$ cat src/rtl/rat_ctrl.sv
// rat_ctrl: front-end controller for the dual-read/single-write RAT SRAM.
// Clears the array after reset and on flush, blocks rename traffic while
// clearing, and forwards same-cycle write data to colliding reads because
// the SRAM returns the pre-write value for those.
module rat_ctrl #(
    parameter int unsigned            ADDRW  = 5,
    parameter int unsigned            DATAW  = 1,
    parameter logic [DATAW-1:0]       CLRVAL = '0
) (
    input  logic             clk,
    input  logic             rst,

    input  logic             flush_req,
    output logic             busy,

    input  logic             rd_req1,
    input  logic [ADDRW-1:0] rd_addr1,
    output logic             rd_valid1,
    output logic [DATAW-1:0] rd_data1,

    input  logic             rd_req2,
    input  logic [ADDRW-1:0] rd_addr2,
    output logic             rd_valid2,
    output logic [DATAW-1:0] rd_data2,

    input  logic             wr_req,
    input  logic [ADDRW-1:0] wr_addr,
    input  logic [DATAW-1:0] wr_data,
    output logic             ready,

    output logic             sram_rd_en1,
    output logic [ADDRW-1:0] sram_rd_addr1,
    input  logic [DATAW-1:0] sram_rd_data1,

    output logic             sram_rd_en2,
    output logic [ADDRW-1:0] sram_rd_addr2,
    input  logic [DATAW-1:0] sram_rd_data2,

    output logic             sram_wr_en,
    output logic [ADDRW-1:0] sram_wr_addr,
    output logic [DATAW-1:0] sram_wr_data
);

    localparam logic [0:0] ST_CLEAR = 1'b0;
    localparam logic [0:0] ST_IDLE  = 1'b1;

    logic [0:0]       state;
    logic [ADDRW-1:0] clr_cnt;

    logic             fwd1;
    logic             fwd2;
    logic [DATAW-1:0] fwd_data1;
    logic [DATAW-1:0] fwd_data2;

    logic             accept;
    logic             wr_acc;
    logic             hit1;
    logic             hit2;

    // Status is a pure function of state so no input can reach busy/ready.
    always_comb begin
        busy   = (state == ST_CLEAR);
        ready  = ~busy;
        accept = (state == ST_IDLE);
    end

    // SRAM pin drive: the clear sweep owns the write port while busy.
    always_comb begin
        wr_acc        = accept & wr_req;
        sram_rd_en1   = accept & rd_req1;
        sram_rd_addr1 = rd_addr1;
        sram_rd_en2   = accept & rd_req2;
        sram_rd_addr2 = rd_addr2;
        if (busy) begin
            sram_wr_en   = 1'b1;
            sram_wr_addr = clr_cnt;
            sram_wr_data = CLRVAL;
        end else begin
            sram_wr_en   = wr_req;
            sram_wr_addr = wr_addr;
            sram_wr_data = wr_data;
        end
    end

    // Read/write collision detection for the forwarding path.
    always_comb begin
        hit1 = sram_rd_en1 & wr_acc & (rd_addr1 == wr_addr);
        hit2 = sram_rd_en2 & wr_acc & (rd_addr2 == wr_addr);
    end

    // Clear-sweep FSM and sweep address counter.
    always_ff @(posedge clk or posedge rst) begin
        if (rst) begin
            state   <= ST_CLEAR;
            clr_cnt <= '0;
        end else begin
            case (state)
                ST_CLEAR: begin
                    clr_cnt <= clr_cnt + 1'b1;
                    if (clr_cnt == '1) begin
                        state <= ST_IDLE;
                    end
                end
                ST_IDLE: begin
                    if (flush_req) begin
                        state <= ST_CLEAR;
                    end
                end
                default: begin
                    state <= ST_CLEAR;
                end
            endcase
        end
    end

    // One-cycle read valid pipeline plus captured forwarding data.
    always_ff @(posedge clk or posedge rst) begin
        if (rst) begin
            rd_valid1 <= 1'b0;
            rd_valid2 <= 1'b0;
            fwd1      <= 1'b0;
            fwd2      <= 1'b0;
            fwd_data1 <= '0;
            fwd_data2 <= '0;
        end else begin
            rd_valid1 <= sram_rd_en1;
            rd_valid2 <= sram_rd_en2;
            fwd1      <= hit1;
            fwd2      <= hit2;
            if (hit1) begin
                fwd_data1 <= wr_data;
            end
            if (hit2) begin
                fwd_data2 <= wr_data;
            end
        end
    end

    // Result select: forwarded write data wins over the stale SRAM value.
    always_comb begin
        rd_data1 = fwd1 ? fwd_data1 : sram_rd_data1;
        rd_data2 = fwd2 ? fwd_data2 : sram_rd_data2;
    end

endmodule
$ cat config.mk
export PLATFORM = sky130hd
export DESIGN_NAME = rat_ctrl
export DESIGN_NICKNAME = d
export VERILOG_FILES = /design/src/rtl/rat_ctrl.sv
export SDC_FILE = /design/constraint.sdc
export NUM_CORES = 1
export LEC_CHECK = 0
export CAP_MARGIN = 40
export CORE_MARGIN = 5
export CORE_UTILIZATION = 30
export DETAILED_ROUTE_END_ITERATION = 10
export PLACE_DENSITY = 0.8
export SLEW_MARGIN = 20
export SYNTH_ARGS = -nofsm -noshare
export SYNTH_HDL_FRONTEND = slang
export SYNTH_SLANG_ARGS = --single-unit
$ cat constraint.sdc
create_clock -name clk -period 1.94 [get_ports clk]
set_input_delay 0.485 -clock clk [delete_from_list [all_inputs] [get_ports clk]]
set_output_delay 0.485 -clock clk [all_outputs]
set_load 0.01 [all_outputs]
==> summary.md, run 1 <==
| Metric | Value |
|---|---|
| Vias in the first global route | `663` |
| Std cell rows | `17` |
| Area delta synth->final | `72.4%` |
| Critical path data required time | `1450 ps` |
| Synth Area in Compound Gates | `0.685%` |
| Vias | `621` |
| Setup CP Type | `register to output port` |
| Layout cell share with drive strength beyond 1 | `22.4%` |
| Commonest cells after routing, fill and taps aside | `clkdlybuf4s50_1 (22), dlygate4sd2_1 (21), dfrtp_1 (11), buf_4 (11), mux2_2 (10)` |
| Endpoints failing hold | `0` |
| Cell family with most CP delay | `flip-flops` |
| Worst slew margin | `70.6%` |
| Hold_buf cts | `0` |
| CTS tree | `done` |
| Register area share after synthesis | `41.1%` |
| Input/output buffers | `48` |
| Sink Count | `12` |
| CP bufs+invs | `2` |
| Final Routed Wirelength | `1990 um` |
| Clock buffer depth | `2` |
| H-tree Lvls | `1` |
| Die area | `3520 um2` |
| Commonest non-fill, non-tap cell in the layout | `clkdlybuf4s50_1` |
| Initial DRT Pass Iterations | `3` |
| Mapped Area | `731 um2` |
| Max Clk Rate | `524 MHz` |
| Worst skew pair latency | `270 ps` |
| Slack of the critical path | `32.0 ps` |
| First-pass GRT wire length | `3020 um` |
| Util after Layout | `55.4%` |
| Hold WC Path Type | `input port to async pin` |
| Most used DFF post-synth | `dfrtp_1` |
| ANT cells | `0` |
| Tmin final | `1910 ps` |
| P_leak | `0.596 nW` |
| Drt wl/cell | `13.8 um` |
| Final period utilization | `98.3%` |
| Pin slew with the least headroom to its limit | `441 ps` |
| Critical path cell sequence | `buf_6 -> mux2_2 -> dlygate4sd2_1` |
| Simple-gate share of the synthesized area | `10.3%` |
| Die H | `59.4 um` |
| Area contributors post-synth | `dfrtp_1 (41%), mux2_2 (15%), buf_4 (10%)` |
| MaxCap Viol Count | `0` |
| Synth Area in Adders | `3.42%` |
| Initial antenna violation count | `0` |
| Grt total ovfl | `0` |
| Crit end category | `output port` |
| Chip width | `59.4 um` |
| Setup WS pre-CTS | `-280 ps` |
| Tot GR Track Use | `11.5%` |
| Mux cell area share after synthesis | `17.0%` |
| Total core area | `2280 um2` |
| Initial Util | `32.1%` |
| Post-route ant nets | `0` |
| Post-synth ARST share | `100%` |
| Top Ports | `49` |
| CP arrival | `1420 ps` |
| Clock root buffer | `clkbuf_4` |
| Largest family of logic cells by synthesized area | `multiplexers` |
| Average size of a mapped cell | `11.4 um2` |
| Nets@finish | `144` |
| Initial DRC count | `7` |
| Post-Syn Instances | `64` |
| RD Place Congestion | `0.749` |
| Max stage delay on crit path | `430 ps` |
| Reg clk slew, reported paths | `70 ps` |
| Total power | `1.14 mW` |
| Post-synth top area share | `41.1%` |
| Cell taking the most area after synthesis | `dfrtp_1` |
| Slew Viols, Final | `0` |
| Number of synthesized register bits | `12` |
| TritonCTS Buffers | `3` |
| Crit-path slowest cell | `dfrtp_2` |
| Largest net degree at the start of global routing | `13` |
| Worst Setup Start Kind | `register` |
| EDFF count, synth | `0` |
| Yosys warning count | `0` |
| # setup viols final | `0` |
| XOR/XNOR Fraction of Synth Area | `15.6%` |
| Worst Skew | `4.85 ps` |
| Status | `completed` |
| Setup_tns | `0 ps` |
| Syn_nets | `90` |
| Drc violations | `0` |
| PD cells | `905 nW/um2` |
| Synth cell types | `17` |
| Via density | `4.31` |
| IR drop worst, VDD | `0.446 mV` |
| Critical path fanouts, max | `5` |
[registers in the layout, summed over array words and instances, names as in the netlist]
signal     cells
fwd_data1      1
rd_valid2      1
fwd2           1
clr_cnt        5
fwd1           1
fwd_data2      1
rd_valid1      1
ready          1
[what timing repair did]
item                       in CTS  in global routing
hold endpoints to repair        0                  0
setup endpoints to repair      23                  6
pin swaps                       0                  0
resized for setup              26                  6
buffers inserted                3                  1
[per-stage QoR]
step,hold slack [ps],area (um2),instances
final,509,1260,144
after global routing,535,1260,144
after CTS,509,1240,143
after detailed placement,498,1230,137
after global placement,477,1230,137
after floorplan,350,731,64
[where the power goes]
part | internal [mW] | total (mW) | switching, mW
logic | 0.370 | 0.598 | 0.228
registers | 0.324 | 0.397 | 0.0734
clock network | 0.0717 | 0.145 | 0.0736
[path summary, 6_finish.rpt]
check                                        from                endpoint  slack [ps]  depth (start not counted)
min reg2reg                clr_cnt[3]$_DFFE_PP0N_  clr_cnt[3]$_DFFE_PP0N_         510                          1
max in group asynchronous                     rst         ready$_DFF_PP0_        1100                          2
min                                           rst  clr_cnt[0]$_DFFE_PP0N_         510                          2
min in group clk           clr_cnt[3]$_DFFE_PP0N_  clr_cnt[3]$_DFFE_PP0N_         510                          1
max                               ready$_DFF_PP0_         sram_wr_addr[3]          30                          3
max reg2reg                       ready$_DFF_PP0_   fwd_data2$_DFFE_PP0P_         420                          5
[final cells by class]
| cell class | count | area, um2 |
|---|---|---|
| clock buffers | 3 | 22.5 |
| fillers | 200 | 1020 |
| inverters | 2 | 7.51 |
| multi-input cells | 39 | 343 |
| flip-flops and latches | 12 | 302 |
| well taps | 28 | 35.0 |
| repair buffers | 60 | 551 |
[routing by layer]
layer  routed length (um)  global-route usage, %
met1                  693                   11.2
met2                 1080                   21.7
met3                  209                   5.88
met4                    7                   1.94
met5                    0                      0
[Yosys cell counts (2+ instances only)]
cell	instances
dfrtp_1	12
buf_4	10
mux2_2	10
xor2_1	8
xnor2_1	5
and2_1	3
and4_1	2
ha_1	2
inv_1	2
nand2_1	2
nor4_1	2
[cells by family after synthesis]
family / count (synthesis)
AO/OA/AOI/OAI: 1
flip-flops: 12
adder cells (fa/ha/maj): 2
multiplexers: 11
buffers and inverters: 13
XOR/XNOR: 13
AND/OR/NAND/NOR: 12
[worst register-to-register path: stages (launching register included)]
cell and delay, ps:
dfrtp_2 460, buf_4 170, and2_1 140, buf_4 130
and4_1 180, mux2_1 320
No activity file was read; power rests on OpenSTA's default activity.
==> inputs of run 2 (changes only) <==
--- a/config.mk
+++ b/config.mk
@@ -6,8 +6,9 @@
 export NUM_CORES = 1
 export LEC_CHECK = 0
 export CAP_MARGIN = 40
-export CORE_MARGIN = 5
+export CORE_MARGIN = 3
 export CORE_UTILIZATION = 30
+export CTS_BUF_LIST = sky130_fd_sc_hd__clkbuf_8
 export DETAILED_ROUTE_END_ITERATION = 10
 export PLACE_DENSITY = 0.8
 export SLEW_MARGIN = 20
==> summary.md, run 2 (same netlist as run 1, synthesis figures left out) <==
| Metric | Value |
|---|---|
| Vias | `673 (+8.4%)` |
| Hold_buf cts | `0 (unchanged)` |
| Post-route ant nets | `0 (unchanged)` |
| Largest net degree at the start of global routing | `13 (unchanged)` |
| Total core area | `2250 um2 (-0.93%)` |
| IR drop worst, VDD | `0.503 mV (+13%)` |
| Reg area | `302 um2 (unchanged)` |
| Worst Setup Start Kind | `input port` |
| Drc violations | `0 (unchanged)` |
| Comb power frac | `47.2% (-5.2 points)` |
| Die H | `55.4 um (-6.7%)` |
| P_leak | `0.615 nW (+3.2%)` |
| Hold WC Path Type | `register to register` |
| ANT cells | `0 (unchanged)` |
| Status | `completed` |
| Commonest cells after routing, fill and taps aside | `clkdlybuf4s50_1 (23), dlygate4sd2_1 (23), buf_4 (13), dfrtp_1 (11), mux2_2 (10)` |
| Util after Layout | `57.3% (+2.0 points)` |
| Endpoints failing hold | `0 (unchanged)` |
| CP arrival | `1410 ps (about the same)` |
| Filler cell count | `215 (+7.5%)` |
| Top Ports | `49 (unchanged)` |
| Initial DRC count | `8 (+1)` |
| Input/output buffers | `48 (unchanged)` |
| Sink Count | `12 (unchanged)` |
| Drt wl/cell | `14.8 um (+7.2%)` |
| Slew Viols, Final | `0 (unchanged)` |
| CTS tree | `done` |
| Pin slew with the least headroom to its limit | `479 ps (+37.4 ps)` |
| Psw | `0.405 mW (+8.0%)` |
| Met3 Routed Length | `152 um (-27%)` |
| H-tree Lvls | `1 (unchanged)` |
| Die area | `3060 um2 (-13%)` |
| Worst slew margin | `68.1% (-2.5 points)` |
| Crit end category | `output port` |
| Tmin final | `1900 ps (-9.06 ps)` |
| Std cell rows | `17 (unchanged)` |
| Final Routed Wirelength | `2170 um (+8.7%)` |
| Grt total ovfl | `0 (unchanged)` |
| Wire length on met1 | `804 um (+16%)` |
| DR top layer | `met4` |
| PD cells | `980 nW/um2 (+8.3%)` |
| Initial Util | `32.4% (+0.30 points)` |
| Initial DRT Pass Iterations | `4 (+1)` |
| RD Place Congestion | `0.724 (-3.4%)` |
| Area of the multi-input gates | `349 um2 (+1.8%)` |
| Layout cell share with drive strength beyond 1 | `25.4% (+3.0 points)` |
| Clock root buffer | `clkbuf_8` |
| # setup viols final | `0 (unchanged)` |
| MaxCap Viol Count | `0 (unchanged)` |
| Chip width | `55.4 um (-6.7%)` |
| Nets@finish | `145 (+0.69%)` |
| Final HPWL DP | `1770 um` |
| Unrepaired setup endpoints after global routing | `no` |
| Critical path fanouts, max | `1 (-4)` |
| Tot GR Track Use | `14.7% (+3.2 points)` |
| Clock buffer depth | `2 (unchanged)` |
| Critical path data required time | `1450 ps (about the same)` |
| Setup_tns | `0 ps (unchanged)` |
| First-pass GRT wire length | `3480 um (+16%)` |
| Worst Skew | `4.49 ps (-0.354 ps)` |
| Initial antenna violation count | `0 (unchanged)` |
| Max reg flops | `5 (unchanged)` |
| Met2 wire len | `1140 um (+5.5%)` |
| Pint | `0.862 mW (+13%)` |
| Setup CP Type | `input port to output port` |
| Post-Place Cells | `139 (+1.5%)` |
| Max Clk Rate | `527 MHz (+0.48%)` |
| Final period utilization | `97.9% (-0.47 points)` |
| Clk network pwr share | `21.8% (+9.1 points)` |
| Worst skew pair latency | `240 ps (-30 ps)` |
| Area delta synth->final | `76.9%` |
| Vias in the first global route | `720 (+8.6%)` |
| Reg clk slew, reported paths | `60 ps (about the same)` |
| Via density | `4.61 (+6.9%)` |
| Sequential power share | `31.0% (-3.8 points)` |
| Sw Ratio | `32.0% (-0.92 points)` |
| TritonCTS Buffers | `3 (unchanged)` |
| Top reg by flops | `clr_cnt` |
| Post-Layout Cell Count | `146 (+1.4%)` |
| Total power | `1.27 mW (+11%)` |
-- run 2: layout make-up --
type / instances / area share (%)
timing repair buffer: 61 / 42.1
multi-input combinational: 39 / 27.0
sequential: 12 / 23.3
clock buffer: 4 / 4.26
tap: 28 / 2.71
inverter: 2 / 0.581
-- run 2: stage by stage --
| stage | hold WS (ps) | instance area, um2 | setup WS (ps) |
|---|---|---|---|
| after floorplan | 350 | 731 | 421 |
| after global placement | 466 | 1240 | -251 |
| after detailed placement | 491 | 1240 | -291 |
| after CTS | 513 | 1290 | 20.5 |
| after global routing | 546 | 1290 | 1.36 |
| final | 521 | 1290 | 41.1 |
-- run 2: layer usage --
layer,up-vias,global-route usage [%]
met1,315,15.3
met5,-,0
met4,0,7.29
met2,36,26.4
met3,9,4.67
li1,313,-
-- run 2: repair_timing --
item                                    4_1_cts  5_1_grt
endpoints found under the setup margin       24        3
resized for setup                            27        3
buffers inserted                              3        0
-- run 2: critical path, cell delays in order --
cell             delay, ps
clkdlybuf4s50_1        400
mux2_2                 250
dlygate4sd2_1          280
-- run 2: power groups by stage --
stage                     Sequential, mW  Combinational, mW  Clock (mW)
after floorplan                    0.380              0.320           0
after global placement             0.404              0.609           0
after detailed placement           0.408              0.629           0
after CTS                          0.391              0.609       0.277
after global routing               0.400              0.652       0.294
final                              0.392              0.598       0.277
-- run 2: worst paths after layout --
kind | to | from | slack, ps | depth (start not counted)
min reg2reg | fwd_data2$_DFFE_PP0P_ | fwd_data2$_DFFE_PP0P_ | 520 | 1
min | fwd_data2$_DFFE_PP0P_ | fwd_data2$_DFFE_PP0P_ | 520 | 1
max in group asynchronous | ready$_DFF_PP0_ | rst | 1030 | 2
max reg2reg | fwd_data2$_DFFE_PP0P_ | ready$_DFF_PP0_ | 470 | 5
min in group asynchronous | clr_cnt[0]$_DFFE_PP0N_ | rst | 560 | 2
max | rd_data2 | sram_rd_data2 | 40 | 3
